<file path="src/rtl/fetch_queue_unit.sv">
// Instruction fetch unit: PC sequencing with branch/interrupt redirect feeding a
// DEPTH-entry prefetch queue that hands {pc, instruction} pairs to decode.
module fetch_queue_unit #(
    parameter int unsigned ADDR_W    = 32,
    parameter int unsigned INST_W    = 16,
    parameter int unsigned BR_W      = 16,
    parameter int unsigned RESET_VEC = 50,
    parameter int unsigned INT_VEC   = 2,
    parameter int unsigned DEPTH     = 4
) (
    input  logic                     clk,
    input  logic                     reset,
    input  logic                     branch,
    input  logic [BR_W-1:0]          branchAdd,
    input  logic                     int_req,
    output logic [ADDR_W-1:0]        imem_addr,
    input  logic [INST_W-1:0]        imem_data,
    output logic                     out_valid,
    input  logic                     out_ready,
    output logic [INST_W-1:0]        instruction,
    output logic [ADDR_W-1:0]        pc_out,
    output logic [ADDR_W-1:0]        epc,
    output logic                     int_ack,
    output logic [$clog2(DEPTH):0]   count
);

    localparam int unsigned PTR_W = $clog2(DEPTH);
    localparam int unsigned CNT_W = PTR_W + 1;

    typedef struct packed {
        logic [ADDR_W-1:0] pc;
        logic [INST_W-1:0] inst;
    } entry_t;

    entry_t             queue_q [DEPTH];
    logic [ADDR_W-1:0]  pc_q, pc_n;
    logic [ADDR_W-1:0]  epc_q, epc_n;
    logic [PTR_W-1:0]   wr_ptr_q, wr_ptr_n;
    logic [PTR_W-1:0]   rd_ptr_q, rd_ptr_n;
    logic [CNT_W-1:0]   count_q, count_n;
    logic               int_ack_q, int_ack_n;
    logic               full;
    logic               push;
    logic               pop;
    entry_t             head;

    // Redirect cycles neither push nor present; fullness uses the registered count.
    always_comb begin
        full      = (count_q == CNT_W'(DEPTH));
        head      = queue_q[rd_ptr_q];
        out_valid = (count_q != '0) && !branch && !int_req;
        push      = !branch && !int_req && !full;
        pop       = out_valid && out_ready;
    end

    // Next-state: branch beats interrupt beats normal fetch.
    always_comb begin
        pc_n      = pc_q;
        epc_n     = epc_q;
        wr_ptr_n  = wr_ptr_q;
        rd_ptr_n  = rd_ptr_q;
        count_n   = count_q;
        int_ack_n = 1'b0;
        if (branch) begin
            pc_n     = ADDR_W'($signed(branchAdd));
            wr_ptr_n = '0;
            rd_ptr_n = '0;
            count_n  = '0;
        end else if (int_req) begin
            epc_n     = (count_q != '0) ? head.pc : pc_q;
            pc_n      = ADDR_W'(INT_VEC);
            wr_ptr_n  = '0;
            rd_ptr_n  = '0;
            count_n   = '0;
            int_ack_n = 1'b1;
        end else begin
            if (push) begin
                wr_ptr_n = wr_ptr_q + PTR_W'(1);
                pc_n     = pc_q + ADDR_W'(1);
            end
            if (pop) begin
                rd_ptr_n = rd_ptr_q + PTR_W'(1);
            end
            count_n = count_q + CNT_W'(push) - CNT_W'(pop);
        end
    end

    always_ff @(posedge clk) begin
        if (!reset) begin
            pc_q      <= ADDR_W'(RESET_VEC);
            epc_q     <= '0;
            wr_ptr_q  <= '0;
            rd_ptr_q  <= '0;
            count_q   <= '0;
            int_ack_q <= 1'b0;
        end else begin
            pc_q      <= pc_n;
            epc_q     <= epc_n;
            wr_ptr_q  <= wr_ptr_n;
            rd_ptr_q  <= rd_ptr_n;
            count_q   <= count_n;
            int_ack_q <= int_ack_n;
        end
    end

    // Queue storage needs no reset; occupancy alone marks entries live.
    always_ff @(posedge clk) begin
        if (reset && push) begin
            queue_q[wr_ptr_q] <= '{pc: pc_q, inst: imem_data};
        end
    end

    assign imem_addr   = pc_q;
    assign instruction = head.inst;
    assign pc_out      = head.pc;
    assign epc         = epc_q;
    assign int_ack     = int_ack_q;
    assign count       = count_q;

endmodule
</file>
<file path="config.mk">
export PLATFORM = sky130hd
export DESIGN_NAME = fetch_queue_unit
export DESIGN_NICKNAME = d
export VERILOG_FILES = /design/src/rtl/fetch_queue_unit.sv
export SDC_FILE = /design/constraint.sdc
export NUM_CORES = 1
export LEC_CHECK = 0
export ABC_AREA = 1
export ABC_CLOCK_PERIOD_IN_PS = 5100
export CAP_MARGIN = 25
export CORE_MARGIN = 2
export CORE_UTILIZATION = 40
export CTS_CLUSTER_DIAMETER = 60
export DETAILED_ROUTE_END_ITERATION = 10
export HOLD_SLACK_MARGIN = 0.15
export PLACE_DENSITY = 0.58
export SETUP_SLACK_MARGIN = 0.02
export SYNTH_ARGS = -nofsm -noshare
export SYNTH_HDL_FRONTEND = slang
export SYNTH_SLANG_ARGS = --single-unit
</file>
<file path="constraint.sdc">
create_clock -name clk -period 5.1 [get_ports clk]
set_input_delay 0.51 -clock clk [delete_from_list [all_inputs] [get_ports clk]]
set_output_delay 0.51 -clock clk [all_outputs]
set_load 0.01 [all_outputs]
</file>
[Yosys cells after proc, flatten, opt, wreduce, memory -nomap -nowiden]
Memory sizes are Yosys's and may differ from the RTL's. A register that Yosys moved wholly into a read port is not among the register bits.
Index checks and enable logic that the tools add are counted.
Cells by class
  reductions and logical operators: 14
  $add $sub $neg: 5
  bitwise logic cells: 2
  muxes and demuxes: 9
  equal/unequal tests: 1
Operators by type and width (count)
  32-bit 2-to-1 mux: 4
  32-bit by 1-bit adder with 32-bit output, second input constant: 1
  1-bit logical AND: 6
  3-bit nonzero test: 2
  2-bit by 1-bit adder with 2-bit output, second input constant: 2
  2-bit 2-to-1 mux: 2
  3-bit by 1-bit adder with 3-bit output: 1
  3-bit equality test, second input constant: 1
  1-bit logical NOT: 3
  1-bit 2-to-1 mux: 3
  3-bit OR reduction: 1
  3-bit by 1-bit subtractor with 3-bit output: 1
  1-bit inverter: 2
  2-bit AND reduction: 1
  2-bit OR reduction: 1
Word-level totals
  RAM bits: 192
  word-level logic and storage cells: 38
  register bits after elaboration: 72
  memories: 1
  input port bits: 37
Memory list
  queue_q: depth 4, width 48, rd ports 1, clocked after Yosys merged registers in 1, write ports 1, RTL line 35  | entry_t queue_q [DEPTH];

[Logic depth before layout (Yosys ltp)]
  depth after elaboration: 6
  depth in mapped cells: 12
  depth with buffers taken out: 11

[Worst setup path after synthesis]
No wires, ideal clock.
  path kind: in2reg
  start: in branch
  end: mem queue_q[0][0] in the netlist's numbering (enable)
  path buffers: 1
  cell stages on the path: 6
  data arrival time: 3.252 ns
  setup time: 0.454 ns
  data required time: 4.646 ns
  slack: 1.394 ns
  cell sequence: buf_2 inv_2 nand2_2 nor2_1 nand2_1 nor2_1
On the way
  longest elaborated chain between the ends: 6
RTL lines
  start: declaration: RTL line 13  | input logic branch,
  1-bit logical NOT: RTL line 52  | push = !branch && !int_req && !full;
  1-bit logical AND (2 in series): RTL line 52
  1-bit logical AND: RTL line 108  | if (reset && push) begin
  1-bit 2-to-1 mux: RTL line 108
  1-bit 2-to-1 mux (not written as such): RTL line 109  | queue_q[wr_ptr_q] <= '{pc: pc_q, inst: imem_data};
  end: declaration: RTL line 35
Every way passes these cells.

==> results.sh <==
export IMPL_outcome="finished clean"
export IMPL_htreeDepth=1
export IMPL_hold_violations=0
export IMPL_multi_input_comb_area_um2=3420
export IMPL_p_sw_w=0.000999
export IMPL_yosys_most_used_dff="edfxtp_1"
export IMPL_port_buffers=153
export IMPL_synth_edff_count=192
export IMPL_ys_types=39
export IMPL_syn_area_um2=11200
export IMPL_final_util_pct=50.3
export IMPL_grt_max_degree=97
export IMPL_start_util_pct=40.4
export IMPL_via_per_inst=5.12
export IMPL_cts_tree="built"
export IMPL_final_seq_area_um2=7250
export IMPL_layout_common_cells="edfxtp_1, nand2_1, clkdlybuf4s50_1"
export IMPL_routabilityCongestion=0.873
export IMPL_clkLatencyLatePin_ns=0.54
export IMPL_synth_top_area_share_pct=51.7
export IMPL_min_period_over_period_pct=72.7
export IMPL_drive_above_1_share_pct=7.86
export IMPL_slew_violations=0
export IMPL_hpwlAfterDp_um=19400
export IMPL_drt_drc_violations_left=0
export IMPL_cts_buffer_depth=3
export IMPL_grt_ovfl_total=0
export IMPL_drtIter0Drc=570
export IMPL_setup_viol=0
export IMPL_swShare_pct=21.7
export IMPL_grt_total_usage_pct=20.4
export IMPL_grt_setup_unrepaired="no"
export IMPL_fin_nets=1272
export IMPL_cts_buffers=28
export IMPL_critPathKind="register to primary output"
export IMPL_io_pins=154
export IMPL_setup_tns_ns=0
export IMPL_synth_area_top_cells="edfxtp_1, dfxtp_1, o21ai_0, nand2_1, nor2_1"
export IMPL_required_ns=4.59
export IMPL_n_fill_cell=2548
export IMPL_total_leakage_power_nw=4.74
export IMPL_comb_power_share_pct=5.6
export IMPL_die_x_um=171
export IMPL_grt_pass1_wl_um=46100
export IMPL_design_area_um2=13900
export IMPL_first_pass_iters=5
export IMPL_antenna_found_initial=0
export IMPL_slew_headroom_pct=36.8
export IMPL_syn_to_final_growth_pct=24.4
export IMPL_synth_seq_area_share_pct=64.9
export IMPL_tightest_slew_ns=0.948
export IMPL_layout_commonest_cell="edfxtp_1"
export IMPL_startpoint_type="register"
export IMPL_die_h_um=171
export IMPL_period_needed_ns=3.71
export IMPL_cts_resized_gates=0
export IMPL_hold_buffers=0
export IMPL_ir_drop_v=0.000218
export IMPL_p_clk_share_pct=41.8
export IMPL_syn_nets=1134
export IMPL_yosys_area_top_type="edfxtp_1"
export IMPL_syn_inst=1089
export IMPL_power_density_nw_per_um2=331
export IMPL_drt_wl_total_um=29800
export IMPL_wl_per_cell_um=18.4
export IMPL_whs_ns=0.398
export IMPL_die_area_um2=29300
export IMPL_endpoint_kind="primary output"
export IMPL_power_frac_seq_pct=52.6
export IMPL_num_vias=8315
export IMPL_ys_ff_latch=266
export IMPL_arrival_ns=3.20
export IMPL_cp_max_fo=49
export IMPL_root_buffer="clkbuf_16"
export IMPL_synth_async_reset_ratio_pct=0
export IMPL_place_area_um2=13000
export IMPL_core_um2=27600
export IMPL_cap_violations=0
export IMPL_fmax_mhz=270
export IMPL_cts_setup_buffers=0
export IMPL_cts_sinks=266
export IMPL_avgSynthCellArea_um2=10.2
export IMPL_p_int_w=0.00360
export IMPL_antenna_left=0
export IMPL_hp_class="primary input to register"
export IMPL_n_antenna_cell=0
export IMPL_grt_pass1_vias=8065
export IMPL_skew_ns=0.00729
export IMPL_rows=61
export IMPL_yosys_warnings=0
export IMPL_clkTransAtPathRegs_ns=0.06
==> power groups by stage <==
stage	clock network, W	logic (W)	registers (W)
global placement	0	0.000259	0.00246
detailed placement	0	0.000262	0.00246
global route	0.00204	0.000286	0.00242
floorplan	0	0.000104	0.00245
CTS	0.00196	0.000263	0.00242
finish	0.00192	0.000259	0.00242
==> layout make-up <==
type / count / share of cell area, %
inverter: 68 / 1.84
multi-input combinational: 697 / 24.7
clock inverter: 11 / 0.838
tap: 378 / 3.41
sequential: 266 / 52.2
clock buffer: 39 / 5.34
timing repair buffer: 166 / 11.7
==> critical path, cell delays in order, from the launching register on <==
cell	delay [ns]
dfxtp_2	0.57
inv_2	0.76
o21ai_0	0.20
o22ai_1	0.47
clkdlybuf4s50_1	0.65
==> cells by family (layout without fill, tap and decap cells) <==
group	Yosys count	after routing	synth area share, %
AO/OA/AOI/OAI	290	290	14.2
buffers and inverters	126	284	4.69
AND/OR/NAND/NOR	397	397	15.0
flip-flops	266	266	64.9
adder cells (fa/ha/maj)	8	8	0.964
XOR/XNOR	2	2	0.157
==> worst paths after layout <==
check / start / endpoint / slack, ns / cells after the start
worst max-delay path: register / pc_out[13] / 1.39 / 4
worst min-delay path: reset / imem_addr[7] / 0.40 / 3
worst max register to register: count[1] / queue_q[0][5] / 2.55 / 5
worst min register to register: rd_ptr_q[1] / register / 0.47 / 2
==> state kept, by name, indices dropped and copies added, names as in the netlist, named ones only <==
register and cells:
queue_q 192, epc 32, imem_addr 32, count 3
rd_ptr_q 2, wr_ptr_q 2, int_ack 1
==> synth_stat cells (18+ instances only) <==
library cell	count
inv_1	55
nand3_1	36
edfxtp_1	192
a21oi_1	31
clkbuf_1	34
o22ai_1	49
o21ai_1	21
o21ai_0	144
buf_2	18
nand2_1	186
dfxtp_1	74
nor2_1	142
a31oi_1	38
==> per-stage QoR <==
step	power [W]	cells	setup WS, ns
floorplan	0.00256	1089	1.39
global placement	0.00272	1575	1.53
detailed placement	0.00273	1575	1.39
CTS	0.00464	1625	1.31
global route	0.00475	1625	1.19
finish	0.00460	1625	1.39
==> metal layers <==
metal / vias up / global-route usage (%) / share of wire (%) / wire length [um]
met5: - / 0 / 0 / 0
met4: 0 / 5.90 / 2.3 / 698
met3: 39 / 3.08 / 5.3 / 1570
met2: 239 / 33.2 / 46 / 13800
met1: 3935 / 28.5 / 46 / 13700
li1: 4102 / - / - / -
Note: power is estimated with default switching activity, not from simulation.
